## config.mk

```make
export PLATFORM = sky130hd
export DESIGN_NAME = alu_shift_stage
export DESIGN_NICKNAME = d
export VERILOG_FILES = /design/src/rtl/alu_shift_stage.sv
export SDC_FILE = /design/constraint.sdc
export NUM_CORES = 1
export LEC_CHECK = 0
export ABC_CLOCK_PERIOD_IN_PS = 2350
export CAP_MARGIN = 15
export CORE_ASPECT_RATIO = 1.2
export CORE_UTILIZATION = 63
export DETAILED_ROUTE_END_ITERATION = 6
export PLACE_DENSITY = 0.95
export SLEW_MARGIN = 20
export SYNTH_ARGS = -nofsm -noshare
export SYNTH_HDL_FRONTEND = slang
export SYNTH_SLANG_ARGS = --single-unit
```

## constraint.sdc

```tcl
create_clock -name clk -period 2.35 [get_ports clk]
set_input_delay 0.235 -clock clk [delete_from_list [all_inputs] [get_ports clk]]
set_output_delay 0.235 -clock clk [all_outputs]
set_load 0.05 [all_outputs]
```

## src/rtl/alu_shift_stage.sv

```systemverilog
`default_nettype none
// ============================================================================
// Module   : alu_shift_stage
// Brief    : Registered 16-bit shift execute stage (SLL/SRL/SRA/ROR) with a
//            2-entry in-order output buffer and valid/ready handshakes.
// Revision : 1.0 - initial release
// ============================================================================
module alu_shift_stage #(
    parameter int TAG_W = 4
) (
    input  logic             clk,
    input  logic             rst_n,
    input  logic             in_valid,
    output logic             in_ready,
    input  logic [1:0]       in_op,
    input  logic [15:0]      in_data,
    input  logic [3:0]       in_shamt,
    input  logic [TAG_W-1:0] in_tag,
    output logic             out_valid,
    input  logic             out_ready,
    output logic [15:0]      out_data,
    output logic             out_zero,
    output logic             out_neg,
    output logic             out_carry,
    output logic [TAG_W-1:0] out_tag
);

    localparam logic [1:0] OP_SLL = 2'b00;
    localparam logic [1:0] OP_SRL = 2'b01;
    localparam logic [1:0] OP_SRA = 2'b10;
    localparam logic [1:0] OP_ROR = 2'b11;
    localparam logic [1:0] DEPTH  = 2'd2;

    // One guard bit beyond the data catches the last bit shifted out, which
    // gives carry=0 for a zero shift amount without a special case.
    logic [16:0] w_sll;
    logic [16:0] w_srl;
    logic [16:0] w_sra;
    logic [15:0] w_ror;
    logic [4:0]  w_ror_lsh;
    logic [15:0] w_res;
    logic        w_carry;

    // Shift datapath and carry selection
    always_comb begin
        w_sll     = {1'b0, in_data} << in_shamt;
        w_srl     = {in_data, 1'b0} >> in_shamt;
        w_sra     = 17'($signed({in_data, 1'b0}) >>> in_shamt);
        w_ror_lsh = 5'd16 - {1'b0, in_shamt};
        w_ror     = (in_data >> in_shamt) | (in_data << w_ror_lsh);
        w_res     = in_data;
        w_carry   = 1'b0;
        case (in_op)
            OP_SLL: begin w_res = w_sll[15:0];  w_carry = w_sll[16]; end
            OP_SRL: begin w_res = w_srl[16:1];  w_carry = w_srl[0];  end
            OP_SRA: begin w_res = w_sra[16:1];  w_carry = w_sra[0];  end
            OP_ROR: begin
                w_res   = w_ror;
                w_carry = (in_shamt != 4'd0) ? w_ror[15] : 1'b0;
            end
            default: begin w_res = in_data; w_carry = 1'b0; end
        endcase
    end

    // Output buffer storage and control
    logic [15:0]      data_q  [DEPTH];
    logic             zero_q  [DEPTH];
    logic             neg_q   [DEPTH];
    logic             carry_q [DEPTH];
    logic [TAG_W-1:0] tag_q   [DEPTH];
    logic [1:0]       count_q, count_d;
    logic             wr_ptr_q, rd_ptr_q;
    logic             in_ready_q;
    logic             w_push, w_pop;

    assign w_push = in_valid & in_ready_q;
    assign w_pop  = out_valid & out_ready;

    // Occupancy update; simultaneous push and pop leaves it unchanged
    always_comb begin
        count_d = count_q;
        case ({w_push, w_pop})
            2'b10:   count_d = count_q + 2'd1;
            2'b01:   count_d = count_q - 2'd1;
            default: count_d = count_q;
        endcase
    end

    // Buffer entries, pointers, occupancy and registered ready
    always_ff @(posedge clk or negedge rst_n) begin
        if (!rst_n) begin
            for (int i = 0; i < DEPTH; i++) begin
                data_q[i]  <= '0;
                zero_q[i]  <= 1'b0;
                neg_q[i]   <= 1'b0;
                carry_q[i] <= 1'b0;
                tag_q[i]   <= '0;
            end
            count_q    <= 2'd0;
            wr_ptr_q   <= 1'b0;
            rd_ptr_q   <= 1'b0;
            in_ready_q <= 1'b0;
        end else begin
            if (w_push) begin
                data_q[wr_ptr_q]  <= w_res;
                zero_q[wr_ptr_q]  <= (w_res == 16'd0);
                neg_q[wr_ptr_q]   <= w_res[15];
                carry_q[wr_ptr_q] <= w_carry;
                tag_q[wr_ptr_q]   <= in_tag;
                wr_ptr_q          <= ~wr_ptr_q;
            end
            if (w_pop) begin
                rd_ptr_q <= ~rd_ptr_q;
            end
            count_q    <= count_d;
            in_ready_q <= (count_d < DEPTH);
        end
    end

    assign in_ready  = in_ready_q;
    assign out_valid = (count_q != 2'd0);
    assign out_data  = data_q[rd_ptr_q];
    assign out_zero  = zero_q[rd_ptr_q];
    assign out_neg   = neg_q[rd_ptr_q];
    assign out_carry = carry_q[rd_ptr_q];
    assign out_tag   = tag_q[rd_ptr_q];

endmodule
`default_nettype wire

```

==> summary.md, run 1 <==
| Metric | Value |
|---|---|
| Outcome | did not finish |
| Halt Stage | 5_1_grt |
| Log Error | [ERROR GRT-0116] Global routing finished with congestion. Check the congestion regions in the DRC Viewer. |
| Total grt overflow | 22 |
| CTS Buffer Depth | 2 |
| IO Pins | 55 |
| Post-place instance area | about 6600 µm² |
| EDFF count, synth | 0 |
| GP Congestion | about 1.4 |
| Root Buffer | clkbuf_8 |
| Dpl hpwl | 15900 µm |
| Row count | 35 |
| Synth Area in XOR/XNOR | 1.03% |
| Top FF cell, synth | dfrtp_1 |
| Mux contribution to synthesized area | between 30% and 40% |
| CTS buffer count | 5 |
| Syn_area_per_cell | ~9 µm² |
| Chip width | roughly 84 µm |
| Die span in y | around 100 µm |
| Ys async rst share | 100% |
| Vias in the first global route | roughly 7000 |
| Largest net degree at the start of global routing | 42 |
| Syn Std Cell Area | approximately 5000 µm² |
| Post-Synth Simple-Gate Area | 18.6% |
| Area leader, netlist | dfrtp_1 |
| Distinct cells, synth | 77 |
| Compound-Gate Fraction of Synth Area | around 18% |
| Synth top area cells | dfrtp_1 (24%), mux4_2 (11%), mux2_2 (10%), mux2i_1 (7.3%), nand2_1 (5.5%) |
| Seq cells post-synth | 49 |
| Port Buffers | 54 |
| CTS Sinks | just under 50 |
| Effective utilization at floorplan | between 60% and 70% |
| CTS H-Tree Depth | 2 |
| Synth Net Count | 600 |
| Post-Synth Adder-Cell Area | less than 1% |
| Synth warnings | 0 |
| Share of the synthesized area in the top cell type | between 20% and 30% |
| Combinational family with the most area after synthesis | multiplexers |
| GRT Util Overall | about three fifths |
| Post-Synthesis Cells | 568 |
| Post-synthesis sequential area ratio | 24.1% |
| First-pass GRT wire length | around 39000 µm |
==> per-layer routing <==
metal / overflow / GRT usage (%)
met2: 11 / 87.5
met5: 0 / 12.7
met1: 1 / 56.9
met4: 10 / 60.7
met3: 0 / 36.0
==> cells in the mapped netlist, drive strengths merged (6+ instances only) <==
cell type	number
nand3	6
a22oi	6
and2	8
o22ai	7
nor3	16
o21ai	51
buf	34
clkbuf	32
mux2	55
nand2	75
and3	6
mux2i	38
nand2b	7
mux4	24
a32oi	7
nor2	26
dfrtp	49
or2	6
inv	8
a21oi	6
==> what timing repair did <==
action | in CTS
hold buffers | 1
endpoints found under the setup margin | 15
endpoints found under the hold margin | 29
cloned | 0
buffers inserted | 5
pin swaps | 10
gates resized for setup | 39
==> through the flow <==
stage	util (%)	setup WS [ns]	instances	hold WS, ns
2_1_floorplan	-	-0.488	568	-0.0606
3_3_place_gp	84.5	-0.476	797	0.284
3_5_place_dp	84.5	-0.568	797	0.312
4_1_cts	88.0	-0.154	811	0.496
==> logic make-up after synthesis <==
group                      Yosys count
xor gates and xnor gates             6
AOI/OAI and AO/OA                  133
muxes                              117
and+or+nand+nor                    185
DFF                                 49
buffers and inverters               75
adders and majority gates            3
==> run 2, diff against run 1 <==
Settings changed: CORE_ASPECT_RATIO 1.2 to not set, CORE_UTILIZATION 63 to 40, PLACE_DENSITY 0.95 to not set, PLACE_DENSITY_LB_ADDON set to 0.15.
==> run 2 against run 1 <==
Compared with the run above: the flow now finishes, with violations (setup timing); area after synthesis unchanged; synthesized cell count unchanged.
==> summary.md, run 2 <==
| Metric | Value |
|---|---|
| Drt wl/cell | 22.3 µm |
| Fin area | roughly 7200 µm² |
| GRT met1 Usage | 41.5% |
| Final count of pins violating max slew | 0 |
| Share of the synthesized area in the top cell type | 24.1% (unchanged) |
| CTS tree | yes |
| Port Buffers | 54 (unchanged) |
| DR pass1 iterations | 6 |
| WS Path Type | in -> reg |
| Top FF cell, synth | dfrtp_1 |
| Unrepaired setup endpoints after global routing | true |
| CTS Buffer Depth | 2 (unchanged) |
| Final period util | 105% |
| Largest register FFs | 32 |
| Setup Skew | between 0.006 and 0.007 ns |
| Top achievable clock speed | about 0.4 GHz |
| Final Hold Fails | 0 |
| Maxcap violations | 0 |
| Layout area overhead | 42.3% |
| Grt met2 use | 53.0% |
| Gr busiest metal | met2 |
| CP Data Arrival Time | 2.68 ns |
| Slowest CP cell | mux4_2 |
| Syn Std Cell Area | 5090 µm² (unchanged) |
| Vias | 5378 |
| Crit. End Element | register |
| Core Area | 12200 µm² |
| CTS H-Tree Depth | 2 (unchanged) |
| Placed cell count | 890 (+12%) |
| Antenna violations before repair | 0 |
| Setup TNS | -0.237 ns |
| GRT Util Overall | approximately a third |
| Outcome | finished, violations left |
| # diodes | 0 |
| Dpl hpwl | 16500 µm (+3.4%) |
| Post-route DRC violation count | 0 |
| Post-Route WL | 20200 µm |
| Leak | about 0.0033 µW |
| Clock latency on the worst-skew pair | 0.29 ns |
| Chip width | 115 µm (+37%) |
| Slew margin rel. | between 50% and 60% |
| EDFF count, synth | 0 (unchanged) |
| Commonest cells in the netlist | nand2_1 (75), o21ai_0 (51), dfrtp_1 (49), mux2_2 (47), mux2i_1 (37) |
| Commonest cells after routing, fill and taps aside | buf_4 (183), nand2_1 (75), dfrtp_1 (49) |
| Row count | 40 (+14%) |
| Post-layout min period | about 2.5 ns |
| Vias per cell | between 5 and 6 |
| Post-Place Setup Slack | -0.667 ns (-0.0982 ns) |
| Largest reg by FF count | data_q |
| Distinct cells, synth | 77 (unchanged) |
| Effective utilization at floorplan | 41.7% (-24 points) |
| PwrDens | 806 nW/µm² |
| Tightest Pin Transition | 0.642 ns |
| Routed Antenna Nets | 0 |
| Total grt overflow | 0 |
| Required @ worst endpoint | ~2.6 ns |
| Largest regs | data_q (32), tag_q (8) |
| CP max stage delay | around 0.54 ns |
| IO Pins | 55 (unchanged) |
| Cell Chain, Critical Path | clkdlybuf4s50_1, mux4_2, mux2_4, a22oi_2, and4_1, nor4b_2, nand4_1, o31ai_1 |
| Root Buffer | clkbuf_16 |
| 1st-iter DRT viols | approximately 540 |
| Fin Hold WS | between 0.2 and 0.3 ns |
| GP Congestion | 0.952 (-30%) |
| Synth top area cells | dfrtp_1 (24%), mux4_2 (11%), mux2_2 (10%), mux2i_1 (7.3%), nand2_1 (5.5%) |
| Worst Hold Class | in -> async |
| Ys async rst share | 100% (unchanged) |
| Area leader, netlist | dfrtp_1 |
| Layout Nets | about 770 |
| # setup viols final | 2 |
| Post-place instance area | 6820 µm² (+4.2%) |
| Grt met3 use | under 10% |
| Synth Net Count | 600 (unchanged) |
| CTS Sinks | 49 (unchanged) |
| CTS buffer count | 5 (unchanged) |
| Post-synthesis sequential area ratio | 24.1% (unchanged) |
| Maximum VDD drop | 0.693 mV |
| Post-Synthesis Cells | 568 (unchanged) |
| Reg clk slew, reported paths | around 0.07 ns |
| Largest net degree at the start of global routing | 46 |
| Vias in the first global route | between 5000 and 6000 |
| Worst Path Max Fanout | 4 |
| Failing checks | setup timing |
| Final worst setup slack | -0.127 ns |
| Synth warnings | 0 (unchanged) |
| Die span in y | 115 µm (+14%) |
| First-pass GRT wire length | roughly 31000 µm |
| Die area | 13200 µm² |
| Fraction of layout cells with a size suffix above 1 | 43.5% |
| Most common cell after layout, fill and taps aside | buf_4 |
| Most numerous cell in the Yosys netlist | nand2_1 |
| Seq cells post-synth | 49 (unchanged) |
| Syn_area_per_cell | 8.97 µm² (unchanged) |
| Crit path launch type | input port |
| Non-filler cells, final | 906 |
| Fill cells | about 1100 |
## run 2: cell counts after synthesis
No cell type changed its count.
## run 2: cell families (layout without fill, tap and decap cells)
kind of cell,after synthesis,after routing,share of synthesized area [%]
xor gates and xnor gates,6,6,1.03
DFF,49,49,24.1
AOI/OAI and AO/OA,133,133,18.2
muxes,117,117,30.5
adders and majority gates,3,3,0.688
buffers and inverters,75,245,6.98
and+or+nand+nor,185,185,18.6
## run 2: final cells by class
type                       count  area [µm²]  area share (%)
clock buffer                   5         125            1.73
clock inverter                 3        25.0           0.345
inverter                       9        41.3           0.570
multi-input combinational    444        3710            51.1
sequential                    49        1230            16.9
tap                          168         210            2.90
timing repair buffer         228        1910            26.4
## run 2: repair_timing
| item | in CTS | in global routing |
|---|---|---|
| cloned | 1 | 0 |
| hold buffers | 1 | 0 |
| endpoints found under the hold margin | 4 | 0 |
| endpoints found under the setup margin | 13 | 13 |
| setup buffers | 6 | 0 |
| pin swaps | 12 | 8 |
| resized for setup | 48 | 15 |
## run 2: path summary, 6_finish.rpt
| path | start | endpoint | slack [ns] | cells past startpoint |
|---|---|---|---|---|
| min | rst_n | wr_ptr_q$_DFFE_PN0P_ | 0.28 | 2 |
| max in group asynchronous | rst_n | data_q[26]$_DFFE_PN0P_ | 1.33 | 3 |
| max reg2reg | count_q[0]$_DFFE_PN0N_ | in_ready$_DFF_PN0_ | 0.66 | 6 |
| max | in_data[1] | zero_q[1]$_DFFE_PN0P_ | -0.13 | 8 |
| min in group clk | data_q[22]$_DFFE_PN0P_ | data_q[22]$_DFFE_PN0P_ | 0.48 | 2 |
| min reg2reg | data_q[22]$_DFFE_PN0P_ | data_q[22]$_DFFE_PN0P_ | 0.48 | 2 |
## run 2: critical path, delay by kind of cell
kind,cells,cell delay (ns)
muxes,2,0.87
and+or+nand+nor,3,0.65
buffers and inverters,1,0.47
AOI/OAI and AO/OA,2,0.45
## run 2: power breakdown
| group | total [µW] | internal (µW) | switching (µW) |
|---|---|---|---|
| Clock | 725 | 402 | 323 |
| Combinational | 3690 | 1490 | 2200 |
| Sequential | 1420 | 1230 | 194 |
| Total | 5840 | 3130 | 2710 |
## run 2: layer usage
| metal | routed length [µm] | vias up |
|---|---|---|
| li1 | - | 2478 |
| met3 | 1310 | 47 |
| met1 | 8630 | 2625 |
| met5 | 0 | - |
| met2 | 9410 | 228 |
| met4 | 846 | 0 |
## run 2: stage by stage
step	util (%)	power, µW
4_1_cts	59.0	5850
3_3_place_gp	55.9	4950
3_5_place_dp	55.9	5030
5_1_grt	59.4	6180
2_1_floorplan	-	3830
6_report	59.4	5840
No activity file was read; power rests on OpenSTA's default activity.
==> run 3, diff against run 2 <==
Settings changed: CORE_MARGIN set to 3.
==> run 3 against run 2 <==
Compared with the run above: first-iteration DRC count rose by 0.19%; sequential share of layout area is 0.39 points lower; critical path depth grew 1; non-clock buffer count up 21; fmax about the same; hold slack better by 0.14 ns; largest power group unchanged; routed wire length rose by 3.4%; the run still ends with setup timing left; power up 0.90%.
==> summary.md, run 3 (synthesized netlist as in run 2, its figures left out) <==
| Metric | Value |
|---|---|
| Outcome | finished, violations left |
| Part of the power in registers | 24.1% (-0.3 points) |
| Fill cells | 1134 (+0.53%) |
| Multi-input gate area | 3740 µm² (+0.78%) |
| CP max stage delay | 0.52 ns (-0.02 ns) |
| Chip width | 119 µm (+3.5%) |
| Tightest Pin Transition | 0.653 ns (+0.0109 ns) |
| CTS Sinks | 49 (unchanged) |
| CTS tree | yes |
| CTS H-Tree Depth | 2 (unchanged) |
| Drt wl/cell | 22.5 µm (+1.1%) |
| Post-layout min period | 2.48 ns (+0.00238 ns) |
| Root Buffer | clkbuf_16 |
| Effective utilization at floorplan | 41.7% (unchanged) |
| Port Buffers | 54 (unchanged) |
| Vias | 5468 (+1.7%) |
| Unrepaired setup endpoints after global routing | true |
| Row count | 40 (unchanged) |
| # setup viols final | 2 (unchanged) |
| Most common cell after layout, fill and taps aside | buf_4 |
| # diodes | 0 (unchanged) |
| First-pass GRT wire length | 32600 µm (+5.0%) |
| Worst Path Max Fanout | 9 (+5) |
| Layout Nets | 790 (+2.7%) |
| IO Pins | 55 (unchanged) |
| Reg clk slew, reported paths | 0.07 ns (about the same) |
| Maximum VDD drop | 0.537 mV (-22%) |
| Gate power share | 63.5% (+0.3 points) |
| Failing checks | setup timing |
| Slowest CP cell | clkdlybuf4s50_1 |
| Worst Hold Class | in -> async |
| Switching share of power | 46.5% (about the same) |
| GP Congestion | 0.994 (+4.5%) |
| Core Area | 12200 µm² (unchanged) |
| Switch Pwr | 2740 µW (+0.94%) |
| WS Path Type | in -> reg |
| Int Pwr | 3150 µW (+0.86%) |
| Vias in the first global route | 5589 (+4.1%) |
| Final period util | 106% (about the same) |
| Die span in y | 119 µm (+3.5%) |
| Cell Chain, Critical Path | clkdlybuf4s50_1, buf_6, nand3b_1, nor2_1, a21oi_2, or4b_4, nor4bb_4, nand4_1, o31ai_1 |
| Largest regs | data_q (32), tag_q (8) |
| Leak | 0.00336 µW (+3.3%) |
| Placed cell count | 903 (+1.5%) |
| GRT Util Overall | 29.7% (-2.1 points) |
| Largest reg by FF count | data_q |
| Vias per cell | 5.90 (-0.63%) |
| Tot Pwr | 5890 µW (+0.90%) |
| Fraction of layout cells with a size suffix above 1 | 46.4% (+2.9 points) |
| CP Data Arrival Time | 2.67 ns (about the same) |
| Die area | 14100 µm² (+7.1%) |
| Total grt overflow | 0 (unchanged) |
| Largest net degree at the start of global routing | 41 (-11%) |
| Post-Route WL | 20900 µm (+3.4%) |
| Antenna violations before repair | 0 (unchanged) |
| Commonest cells after routing, fill and taps aside | buf_4 (202), nand2_1 (72), o21ai_0 (49), dfrtp_1 (49), mux2_2 (45) |
| Post-route DRC violation count | 0 (unchanged) |
| Crit path launch type | input port |
| Clock Power Share | 12.4% (about the same) |
| CTS buffer count | 5 (unchanged) |
| Crit. End Element | register |
| Final Hold Fails | 0 (unchanged) |
| Clock latency on the worst-skew pair | 0.30 ns (about the same) |
| 1st-iter DRT viols | 536 (+0.19%) |
| Maxcap violations | 0 (unchanged) |
| Top achievable clock speed | 0.403 GHz (about the same) |
| Non-filler cells, final | 927 (+2.3%) |
| CTS Buffer Depth | 2 (unchanged) |
| PwrDens | 794 nW/µm² (-1.4%) |
| Routed Antenna Nets | 0 (unchanged) |
| Largest register FFs | 32 (unchanged) |
| Reg area | 1230 µm² (unchanged) |
| Layout area overhead | 45.7% |
| Final worst setup slack | -0.130 ns (-0.00238 ns) |
| Final count of pins violating max slew | 0 (unchanged) |
| Setup Skew | 0.0100 ns (+0.00314 ns) |
| Slew margin rel. | 56.5% (-0.73 points) |
| DR pass1 iterations | 5 (-1) |
| Dpl hpwl | 17000 µm (+2.9%) |
| Required @ worst endpoint | 2.54 ns (about the same) |
run 3: cell types whose count changed in the layout (fill, tap and decap cells not counted), sizes merged:
cell	change
buf	+22
clkdlybuf4s50	+3
dlygate4sd2	-2
bufbuf	-1
dlymetal6s2s	-1
run 3: path summary, 6_finish.rpt:
| path | startpoint | end | slack [ns] | cells after the start |
|---|---|---|---|---|
| worst min-delay path | rst_n | data_q[3]$_DFFE_PN0P_ | 0.43 | 2 |
| max in group asynchronous | rst_n | data_q[6]$_DFFE_PN0P_ | 1.30 | 3 |
| worst min register to register | carry_q[1]$_DFFE_PN0P_ | carry_q[1]$_DFFE_PN0P_ | 0.47 | 2 |
| worst max-delay path | in_op[0] | zero_q[1]$_DFFE_PN0P_ | -0.13 | 9 |
| min in group clk | carry_q[1]$_DFFE_PN0P_ | carry_q[1]$_DFFE_PN0P_ | 0.47 | 2 |
| worst max register to register | count_q[0]$_DFFE_PN0N_ | in_ready$_DFF_PN0_ | 0.66 | 6 |
run 3: layout make-up:
type                       count  share of cell area, %
timing repair buffer         249                   27.7
clock inverter                 3                  0.337
inverter                       9                  0.607
tap                          168                   2.83
clock buffer                   5                   1.69
multi-input combinational    444                   50.3
sequential                    49                   16.5
run 3: stage by stage:
stage | hold WS (ns) | setup slack [ns] | setup TNS (ns) | area (µm²) | util [%]
after floorplan | -0.0606 | -0.488 | -1.96 | 5180 | -
after global placement | 0.197 | -0.622 | -8.31 | 6880 | 56.4
after detailed placement | 0.205 | -0.667 | -8.96 | 6880 | 56.4
after CTS | 0.426 | -0.130 | -0.246 | 7330 | 60.0
after global routing | 0.471 | -0.202 | -0.419 | 7420 | 60.8
final | 0.428 | -0.130 | -0.211 | 7420 | 60.8
run 3: worst max-delay path: cells and delay by family:
family | cells | cell delay, ns
AO/OA/AOI/OAI | 2 | 0.44
buffers and inverters | 2 | 0.67
AND/OR/NAND/NOR | 5 | 1.32
run 3: repair_timing:
item                                    4_1_cts  5_1_grt
pin swaps                                    11       10
setup buffers                                11        2
gates cloned                                  2        0
gates resized for setup                      57       18
endpoints found under the setup margin        8       13
hold endpoints to repair                     19        0
hold buffers                                  1        0
run 3: layer usage:
metal / vias up / global-route usage, % / share of wire, %
met5: - / 0 / 0
met4: 0 / 11.9 / 4.3
met3: 54 / 5.08 / 6.8
met2: 251 / 47.8 / 46
met1: 2642 / 39.9 / 43
li1: 2521 / - / -
run 3: power groups by stage:
stage / logic [µW] / clock network, µW / registers [µW]
final: 3740 / 730 / 1420
after global routing: 3970 / 804 / 1480
after CTS: 3720 / 754 / 1420
after detailed placement: 3620 / 0 / 1440
after global placement: 3580 / 0 / 1400
after floorplan: 2410 / 0 / 1420
==> run 4, diff against run 3 <==
Settings changed: CTS_BUF_LIST set to sky130_fd_sc_hd__clkbuf_4 sky130_fd_sc_hd__clkbuf_8.
==> run 4 against run 3 <==
Compared with the run above: the flow still finishes with violations (setup timing); hold slack got worse by 0.031 ns; clock skew rose by 0.0036 ns; clock power fell by 28%; worst setup slack improved by 0.023 ns; critical path depth did not move; via count rose by 0.80%; global-route usage barely moved; utilization fell by 0.40 points; critical endpoint unchanged; highest routed layer unchanged.
==> summary.md, run 4 (synthesized netlist as in run 2, its figures left out) <==
| Metric | Value |
|---|---|
| Slew margin rel. | 57.2% (+0.74 points) |
| Top achievable clock speed | 0.407 GHz (+0.92%) |
| Fin Hold WS | 0.397 ns (-0.0310 ns) |
| Clock Power Share | 9.2% (-3.2 points) |
| # diodes | 0 (unchanged) |
| Core Area | 12200 µm² (unchanged) |
| # setup viols final | 2 (unchanged) |
| Commonest cells after routing, fill and taps aside | buf_4 (203), nand2_1 (72), o21ai_0 (50) |
| Crit path launch | in_op[0] |
| Fill cells | 1141 (+0.62%) |
| CTS Buffer Depth | 2 (unchanged) |
| Vias | 5512 (+0.80%) |
| Slowest CP cell | clkdlybuf4s50_1 |
| PwrDens | 771 nW/µm² (-2.9%) |
| Post-Route WL | 20900 µm (+0.11%) |
| Vias in the first global route | 5563 (-0.47%) |
| Crit. End Element | register |
| Antenna violations before repair | 0 (unchanged) |
| CTS H-Tree Depth | 2 (unchanged) |
| Effective utilization at floorplan | 41.7% (unchanged) |
| CTS buffer count | 5 (unchanged) |
| Post-Route Utilization | 60.4% (-0.40 points) |
| Routed Antenna Nets | 0 (unchanged) |
| Dpl hpwl | 17000 µm (unchanged) |
| Fraction of layout cells with a size suffix above 1 | 46.4% (+0.071 points) |
| Critical Path Stages | 9 (unchanged) |
| RR Endpoint | in_ready$_DFF_PN0_ |
| DR pass1 iterations | 7 (+2) |
| Final count of pins violating max slew | 0 (unchanged) |
| Vias per cell | 5.94 (+0.70%) |
| IO Pins | 55 (unchanged) |
| Largest reg by FF count | data_q |
| Clock latency on the worst-skew pair | 0.32 ns (+0.02 ns) |
| Reg-to-reg startpoint | count_q[0]$_DFFE_PN0N_ |
| CTS tree | yes |
| GP Congestion | 0.994 (unchanged) |
| Leak | 0.00334 µW (-0.62%) |
| Unrepaired setup endpoints after global routing | true |
| Setup Skew | 0.0136 ns (+0.00357 ns) |
| Final Hold Fails | 0 (unchanged) |
| Port Buffers | 54 (unchanged) |
| GRT Util Overall | 29.7% (about the same) |
| Switching share of power | 47.8% (+1.3 points) |
| Maxcap violations | 0 (unchanged) |
| Worst Hold Class | in -> async |
| Part of the power in registers | 24.9% (+0.8 points) |
| Post-route DRC violation count | 0 (unchanged) |
| Final worst setup slack | -0.107 ns (+0.0226 ns) |
| Crit path launch type | input port |
| CTS Sinks | 49 (unchanged) |
| Outcome | finished, violations left |
| Cell Chain, Critical Path | clkdlybuf4s50_1, buf_6, nand3b_1, nor2_1, a21oi_2, or4b_4, nor4bb_4, nand4_1, o31ai_1 |
| Largest regs | data_q (32), tag_q (8) |
| Drt wl/cell | 22.5 µm (about the same) |
| Post-layout min period | 2.46 ns (-0.0226 ns) |
| Gate power share | 65.9% (+2.4 points) |
| WS Path Type | in -> reg |
| Switch Pwr | 2720 µW (-0.82%) |
| CP Data Arrival Time | 2.68 ns (about the same) |
| Largest net degree at the start of global routing | 41 (unchanged) |
| Int Pwr | 2970 µW (-5.9%) |
| Total grt overflow | 0 (unchanged) |
| Layout Nets | 791 (+0.13%) |
| Layout area overhead | 44.7% |
| Worst setup path end | zero_q[1]$_DFFE_PN0P_ |
| 1st-iter DRT viols | 485 (-9.5%) |
| Failing checks | setup timing |
| Chip width | 119 µm (unchanged) |
| Setup TNS | -0.166 ns (+0.0447 ns) |
| Row count | 40 (unchanged) |
| Maximum VDD drop | 0.536 mV (about the same) |
| Flop2flop setup slack | 0.66 ns (about the same) |
| Most common cell after layout, fill and taps aside | buf_4 |
| Final period util | 105% (-0.96 points) |
| First-pass GRT wire length | 32500 µm (-0.21%) |
| Reg clk slew, reported paths | 0.10 ns (+0.03 ns) |
| Die area | 14100 µm² (unchanged) |
| Largest register FFs | 32 (unchanged) |
| Required @ worst endpoint | 2.57 ns (+0.03 ns) |
| CP max stage delay | 0.52 ns (about the same) |
| Root Buffer | clkbuf_8 |
| Die span in y | 119 µm (unchanged) |
| Reg2Reg Depth | 6 (unchanged) |
| Family with the most delay on the worst path | simple AND/OR/NAND/NOR gates |
| Worst Path Max Fanout | 9 (unchanged) |
| Tightest Pin Transition | 0.641 ns (-0.0111 ns) |
| Critical path buffers and inverters | 2 (unchanged) |
run 4: what timing repair did:
item	in CTS	in global routing
buffers inserted	12	2
pin swaps	11	10
hold buffers	1	0
endpoints found under the setup margin	7	10
hold endpoints to repair	19	0
resized for setup	57	17
cloned	2	0
run 4: cell type report:
class,count,area [µm²],area share [%]
multi-input cells,444,3740,50.7
inverters,9,45.0,0.611
flip-flops and latches,49,1230,16.6
well taps,168,210,2.85
clock inverters,3,25.0,0.339
repair buffers,250,2060,28.0
clock buffers,5,68.8,0.933
run 4: metrics by stage:
step	instances	worst slack (ns)	area [µm²]	power, µW
2_1_floorplan	568	-0.488	5180	3830
3_3_place_gp	903	-0.622	6880	4990
3_5_place_dp	903	-0.667	6880	5060
4_1_cts	926	-0.0967	7290	5700
5_1_grt	928	-0.168	7370	6040
6_report	928	-0.107	7370	5680
run 4: worst min path at each step:
stage,endpoint,slack (ns),cells after the start
floorplan,carry_q[0]$_DFFE_PN0P_,-0.06,0
detailed placement,carry_q[1]$_DFFE_PN0P_,0.20,1
global route,data_q[5]$_DFFE_PN0P_,0.43,2
CTS,data_q[21]$_DFFE_PN0P_,0.38,2
finish,data_q[5]$_DFFE_PN0P_,0.40,2
global placement,carry_q[1]$_DFFE_PN0P_,0.20,1
run 4: routing by layer:
| layer | GRT usage [%] | vias to the layer above | share of wire [%] | wire [µm] |
|---|---|---|---|---|
| met5 | 0 | - | 0 | 0 |
| met4 | 11.9 | 0 | 4.4 | 923 |
| met3 | 5.37 | 54 | 6.8 | 1410 |
| met2 | 47.5 | 233 | 46 | 9720 |
| met1 | 40.0 | 2701 | 42 | 8860 |
| li1 | - | 2524 | - | - |
run 4: power by group through the flow:
stage	sequential [µW]	clock [µW]	combinational, µW
3_3_place_gp	1400	0	3580
3_5_place_dp	1440	0	3620
2_1_floorplan	1420	0	2410
6_report	1420	523	3750
4_1_cts	1420	550	3720
5_1_grt	1480	594	3970
